## config.mk

```make
export PLATFORM = sky130hd
export DESIGN_NAME = alu_accumulator
export DESIGN_NICKNAME = d
export VERILOG_FILES = /design/src/rtl/alu_accumulator.sv
export SDC_FILE = /design/constraint.sdc
export NUM_CORES = 1
export LEC_CHECK = 0
export CELL_PAD_IN_SITES_DETAIL_PLACEMENT = 1
export CELL_PAD_IN_SITES_GLOBAL_PLACEMENT = 2
export CORE_MARGIN = 10
export CORE_UTILIZATION = 26
export DETAILED_ROUTE_END_ITERATION = 8
export PLACE_DENSITY = 0.85
export SYNTH_ARGS = -nofsm -noshare
export SYNTH_HDL_FRONTEND = slang
export SYNTH_SLANG_ARGS = --single-unit
```

## constraint.sdc

```tcl
create_clock -name clk -period 2.7 [get_ports clk]
set_input_delay 0.81 -clock clk [delete_from_list [all_inputs] [get_ports clk]]
set_output_delay 0.81 -clock clk [all_outputs]
set_load 0.05 [all_outputs]
```

## src/rtl/alu_accumulator.sv

```systemverilog
// alu_accumulator: this block drives an external 16-bit flag-producing ALU.
// It sums a run of `len` operands, which arrive over a valid/ready handshake.
// The sum is returned together with sticky carry/overflow flags and a zero flag.
module alu_accumulator #(
    parameter int unsigned WIDTH = 16,
    parameter int unsigned LEN_W = 8
) (
    input  logic             clk,
    input  logic             rst_n,
    input  logic             start,
    input  logic [LEN_W-1:0] len,
    input  logic             in_valid,
    input  logic [WIDTH-1:0] in_data,
    output logic             in_ready,
    output logic [WIDTH-1:0] alu_x,
    output logic [WIDTH-1:0] alu_y,
    input  logic [WIDTH-1:0] alu_out,
    input  logic             alu_carry,
    input  logic             alu_overflow,
    output logic             res_valid,
    input  logic             res_ready,
    output logic [WIDTH-1:0] res_sum,
    output logic             res_carry,
    output logic             res_ovf,
    output logic             res_zero,
    output logic             busy
);

    typedef enum logic [1:0] {
        ST_IDLE  = 2'd0,
        ST_ACCUM = 2'd1,
        ST_DONE  = 2'd2
    } state_e;

    state_e           state_q;
    logic [WIDTH-1:0] acc_q;
    logic [LEN_W-1:0] remaining_q;
    logic             carry_st_q;
    logic             ovf_st_q;

    logic             in_ready_q;
    logic             res_valid_q;
    logic [WIDTH-1:0] res_sum_q;
    logic             res_carry_q;
    logic             res_ovf_q;
    logic             res_zero_q;
    logic             busy_q;

    // Flag values after the current accept; feed both the sticky state and the result.
    logic             accept_c;
    logic             carry_next_c;
    logic             ovf_next_c;

    // The ALU sees the running sum and the presented operand directly.
    assign alu_x = acc_q;
    assign alu_y = in_data;

    // Accept qualification and flag merge for this cycle.
    always_comb begin
        accept_c     = 1'b0;
        carry_next_c = carry_st_q;
        ovf_next_c   = ovf_st_q;
        if (state_q == ST_ACCUM) begin
            accept_c = in_valid & in_ready_q;
        end
        if (accept_c) begin
            carry_next_c = carry_st_q | alu_carry;
            ovf_next_c   = ovf_st_q | alu_overflow;
        end
    end

    // Sequencer: state, datapath and registered outputs.
    // Outputs are set here for the state being entered.
    always_ff @(posedge clk) begin
        if (!rst_n) begin
            state_q     <= ST_IDLE;
            acc_q       <= '0;
            remaining_q <= '0;
            carry_st_q  <= 1'b0;
            ovf_st_q    <= 1'b0;
            in_ready_q  <= 1'b0;
            res_valid_q <= 1'b0;
            res_sum_q   <= '0;
            res_carry_q <= 1'b0;
            res_ovf_q   <= 1'b0;
            res_zero_q  <= 1'b0;
            busy_q      <= 1'b0;
        end else begin
            case (state_q)
                ST_IDLE: begin
                    if (start) begin
                        acc_q       <= '0;
                        carry_st_q  <= 1'b0;
                        ovf_st_q    <= 1'b0;
                        remaining_q <= len;
                        busy_q      <= 1'b1;
                        if (len != '0) begin
                            state_q    <= ST_ACCUM;
                            in_ready_q <= 1'b1;
                        end else begin
                            // Empty run: present a zero result right away.
                            state_q     <= ST_DONE;
                            res_valid_q <= 1'b1;
                            res_sum_q   <= '0;
                            res_carry_q <= 1'b0;
                            res_ovf_q   <= 1'b0;
                            res_zero_q  <= 1'b1;
                        end
                    end
                end

                ST_ACCUM: begin
                    if (accept_c) begin
                        acc_q       <= alu_out;
                        carry_st_q  <= carry_next_c;
                        ovf_st_q    <= ovf_next_c;
                        remaining_q <= remaining_q - LEN_W'(1);
                        if (remaining_q == LEN_W'(1)) begin
                            state_q     <= ST_DONE;
                            in_ready_q  <= 1'b0;
                            res_valid_q <= 1'b1;
                            res_sum_q   <= alu_out;
                            res_carry_q <= carry_next_c;
                            res_ovf_q   <= ovf_next_c;
                            res_zero_q  <= (alu_out == '0);
                        end
                    end
                end

                ST_DONE: begin
                    // Result is held until it is taken. start is ignored here.
                    if (res_ready) begin
                        state_q     <= ST_IDLE;
                        res_valid_q <= 1'b0;
                        res_sum_q   <= '0;
                        res_carry_q <= 1'b0;
                        res_ovf_q   <= 1'b0;
                        res_zero_q  <= 1'b0;
                        busy_q      <= 1'b0;
                    end
                end

                default: begin
                    state_q     <= ST_IDLE;
                    in_ready_q  <= 1'b0;
                    res_valid_q <= 1'b0;
                    res_sum_q   <= '0;
                    res_carry_q <= 1'b0;
                    res_ovf_q   <= 1'b0;
                    res_zero_q  <= 1'b0;
                    busy_q      <= 1'b0;
                end
            endcase
        end
    end

    assign in_ready  = in_ready_q;
    assign res_valid = res_valid_q;
    assign res_sum   = res_sum_q;
    assign res_carry = res_carry_q;
    assign res_ovf   = res_ovf_q;
    assign res_zero  = res_zero_q;
    assign busy      = busy_q;

endmodule

```

# After elaboration in Yosys (flattened, before gate mapping)
# Cells that the tools add are included.
[op_classes]
add_sub_neg = 1
muxes = 48
n_div = 0
order_cmp = 0
reduce_logical = 9
eq_ne = 9
multipliers = 0
bitwise = 5
shifts = 0
[op_table]
columns = ["cell", "n"]
rows = [
  ["$mux W16", 7],
  ["$pmux W16 S3", 1],
  ["$pmux W16 S2", 1],
  ["$mux W1", 22],
  ["$pmux W1 S3", 6],
  ["$logic_not A16 Y1", 1],
  ["$mux W8", 2],
  ["$pmux W8 S2", 1],
  ["$mux W2", 5],
  ["$ne A2 B2 Y1 const B", 5],
  ["$reduce_and A5 Y1", 2],
  ["$eq A8 B1 Y1 const B", 1],
  ["$reduce_bool A8 Y1", 1],
  ["$sub A8 B1 Y8 const B", 1],
  ["$pmux W2 S3", 1],
  ["$reduce_and A3 Y1", 2],
  ["$pmux W1 S2", 2],
  ["$reduce_and A4 Y1", 1],
  ["$eq A2 B1 Y1 const B", 1],
  ["$eq A2 B2 Y1 const B", 1],
  ["$logic_not A2 Y1", 1],
  ["$ne A2 B1 Y1 const B", 1],
  ["$not A1 Y1", 2],
  ["$or A1 B1 Y1", 2],
  ["other kinds (2)", 2],
]
[totals]
mem_bits_ro = 0
latch_bits = 0
n_memories = 0
ram_bits = 0
in_bits = 47
register_bits = 50
wordCells = 84

# Depth between registers and ports, before layout
[depth]
depth_word = 4
ltp_mapped = 7
ltp_nobuf = 6

# Worst setup path after synthesis
# OpenSTA, ideal clock, no wires.
[synth_path]
path_type = "input port to flip-flop"
from = "input port len[0]"
to = "register res_carry_q, in the netlist res_carry"
n_path_buf = 1
arrival_ps = 1796
setup_slack_ps = 781
path_stages = 5
cell_sequence = "nor4_1 nand2_1 a211o_1 buf_6 mux2i_1"
[synth_between]
elab_chain_len = 3
[synth_lines]
columns = ["element", "line", "text"]
rows = [
  ["from (decl)", "11", "input logic [LEN_W-1:0] len,"],
  ["$reduce_bool A8 Y1", "97", "if (len != '0) begin"],
  ["$ne A2 B2 Y1 (no line)", "n/a", ""],
  ["$reduce_and A5 Y1 (no line)", "n/a", ""],
  ["to (signal assigned)", "123", "res_carry_q <= carry_next_c;"],
  ["to (decl)", "44", "logic res_carry_q;"],
]
# No other way between the ends.
# A chain may end at the register's enable or synchronous reset.

# Worst setup path in the final report
[layout_path]
from = "input port len[0]"
to = "register state_q[0]"
[layout_between]
elab_chain_len = 4
[layout_lines]
columns = ["element", "line", "text"]
rows = [
  ["$reduce_bool A8 Y1", "97", ""],
  ["$mux W2", "97", ""],
  ["$mux W2", "91", "if (start) begin"],
  ["$pmux W2 S3", "89", "case (state_q)"],
  ["to (signal assigned)", "98", "state_q <= ST_ACCUM;"],
  ["to (signal assigned)", "102", "state_q <= ST_DONE;"],
  ["to (signal assigned)", "119", "state_q <= ST_DONE;"],
  ["to (decl)", "35", "state_e state_q;"],
]
# No other way between the ends. The select of a mux whose other input is x is not followed.

==> reports/results.txt <==
flop2flop setup slack -> 0.85 ns
Crit path required time -> 2.91 ns
DRT met1 WL -> 3430 um
status -> finished clean
die height -> 117 um
final worst setup slack -> 0.343 ns
most frequent cells in the layout -> 67 x clkdlybuf4s50_1, 50 x dfxtp_1, 46 x nand2_1
WHS Endpoint -> res_sum[2]
syn_nets -> 335
hold path depth -> 2
total routed wirelength -> 7700 um
Die Area -> 13700 um^2
Yosys warning count -> 0
final max-slew violation count -> 0
core area -> 9200 um^2
CTS tree -> done
Async S/R FF share, synth -> 0%
Leakage Power -> 1.25 nW
Initial Util -> 26.6%
RR Startpoint -> state_q[1]
ANT nets after route -> 0
vias in the first global route -> 2320
# rows -> 35
Post-CTS Resized -> 0
largest net degree at the start of global routing -> 30
CP Capture Type -> flop
synthesis-stage register bit count -> 50
prevailing post-synth register cell -> dfxtp_1
Post-Syn Area -> 2440 um^2
unrepaired setup endpoints after global routing -> no
initial antenna violation count -> 0
Detail Placement HPWL -> 5900 um
first-pass GRT wire length -> 12300 um
post-CTS setup buffers -> 0
share of cells above drive strength 1 -> 7.76%
Worst-path clk slew -> 0.09 ns
Max Buffers Root-to-Sink -> 2
post-synthesis average cell area -> 8.55 um^2
fin crit share -> 87.3%
hold_sp -> res_sum[2]
CP max FO -> 22
Routed WL per cell -> 17.3 um
clk_lat worst skew -> 0.32 ns
met2 WL post-DR -> 3600 um
CTS Root Cell -> clkbuf_8
Final #Nets -> 383
DR WL met3 -> 584 um
P&R area growth vs syn -> 32.7%
normalized max-slew margin -> 50.4%
Post-synth EDFFs -> 0
H-tree depth -> 2
VDD IR max -> 0.236 mV
Worst Path Arrival -> 2.57 ns
HP Class -> flop to flop
routed vias/inst -> 4.81
Final Setup Violations -> 0
skew final -> 0.0105 ns
total number of vias -> 2145
post-layout min period -> 2.36 ns
PortBufs -> 68
Iteration-0 DRC Markers -> 79
reg2reg end -> state_q[0]
Post-Route Setup TNS -> 0 ns
GRT Overall Usage -> 11.4%
iteration count of the initial detailed-routing pass -> 4
highest routed layer -> met4
post-synthesis cell count -> 286
maxcap violations -> 0
R2R depth -> 5
Worst Tran Pin Value -> 0.738 ns
f_max -> 0.424 GHz
Distinct cells, synth -> 37
gr ovfl total -> 0
register area share after synthesis -> 40.9%
Hold Fails Final Rpt -> 0
DRC Markers -> 0
commonest non-fill, non-tap cell in the layout -> clkdlybuf4s50_1
P per Cell Area -> 666 nW/um^2
Num CTS Buffers -> 5
# clock sinks -> 50
ANT cells -> 0
gpl congestion -> 0.735
Die X -> 117 um
# IOs -> 101
# hold bufs at CTS -> 0
kind of critical path -> input port to flop
pre-CTS WS -> 0.0228 ns
Startpoint Class -> input port
[worst max-delay path: stages]
cell and delay [ns]:
clkdlybuf4s50_1 0.45, nor4_1 0.41, buf_4 0.18, nand2_1 0.05
a211o_1 0.31, buf_12 0.18, and3b_1 0.17
[metrics by stage]
step / cells / area (um^2) / hold slack (ns) / total power, mW / utilization [%]
2_1_floorplan: 286 / 2440 / 0.454 / 1.44 / -
3_3_place_gp: 438 / 3130 / 0.448 / 1.61 / 34.0
3_5_place_dp: 438 / 3130 / 0.453 / 1.63 / 34.0
4_1_cts: 446 / 3240 / 0.467 / 2.18 / 35.3
5_1_grt: 446 / 3240 / 0.482 / 2.29 / 35.3
6_report: 446 / 3240 / 0.461 / 2.16 / 35.3
[registers in the layout, summed over array words and instances, names as in the netlist, 2 cells and up]
name,count
remaining_q,8
state_q,2
alu_x,16
res_sum,16
[cell usage after synthesis (3+ instances only)]
cell type	n	area share [%]
a21oi_1	6	1.2
buf_2	7	1.4
inv_1	4	0.61
nor2_1	12	1.8
and2_1	4	1.0
buf_4	16	4.9
nand2_1	46	7.1
nand3_1	28	5.7
a21boi_0	19	5.8
clkbuf_1	13	2.0
nor2b_1	6	1.5
o21ai_0	8	1.6
o211ai_1	5	1.5
nand2b_1	4	1.0
mux2i_1	23	9.4
a21o_1	3	0.92
nor4_1	6	1.5
dfxtp_1	50	41
[area by class of cell]
| class | instances | area, um^2 |
|---|---|---|
| Timing Repair Buffer | 79 | 771 |
| Clock inverter | 3 | 43.8 |
| Inverter | 4 | 15.0 |
| Multi-Input combinational cell | 194 | 1200 |
| Fill cell | 1073 | 5950 |
| Sequential cell | 50 | 1000 |
| Clock buffer | 5 | 68.8 |
| Tap cell | 111 | 139 |
[worst max path at each step]
| stage | start | to | slack, ns |
|---|---|---|---|
| 4_1_cts | in_ready | in_ready | 0.32 |
| 5_1_grt | len[0] | state_q[0] | 0.29 |
| 6_report | len[0] | state_q[0] | 0.34 |
| 3_3_place_gp | len[0] | state_q[0] | 0.06 |
| 2_1_floorplan | len[0] | res_carry | 0.78 |
| 3_5_place_dp | len[0] | state_q[0] | 0.02 |
[kinds of logic after synthesis]
| family | after synthesis | synth area share, % |
|---|---|---|
| flip-flops | 50 | 40.9 |
| buffers and inverters | 42 | 9.88 |
| AND/OR/NAND/NOR | 116 | 23.2 |
| multiplexers | 24 | 9.88 |
| adder cells (fa/ha/maj) | 2 | 1.02 |
| AO/OA/AOI/OAI | 52 | 15.1 |
[metal layers]
layer  vias to the layer above  GRT usage [%]
met1                      1019           14.0
met5                         -              0
li1                       1068              -
met3                         7           3.87
met2                        51           18.1
met4                         0           3.79
[power by group]
group	internal, mW	switching, mW	total (mW)	leakage, nW
registers	0.806	0.0665	0.872	0.406
logic	0.291	0.443	0.734	0.783
clock network	0.278	0.274	0.553	0.0585
No activity file was read; power rests on OpenSTA's default activity.
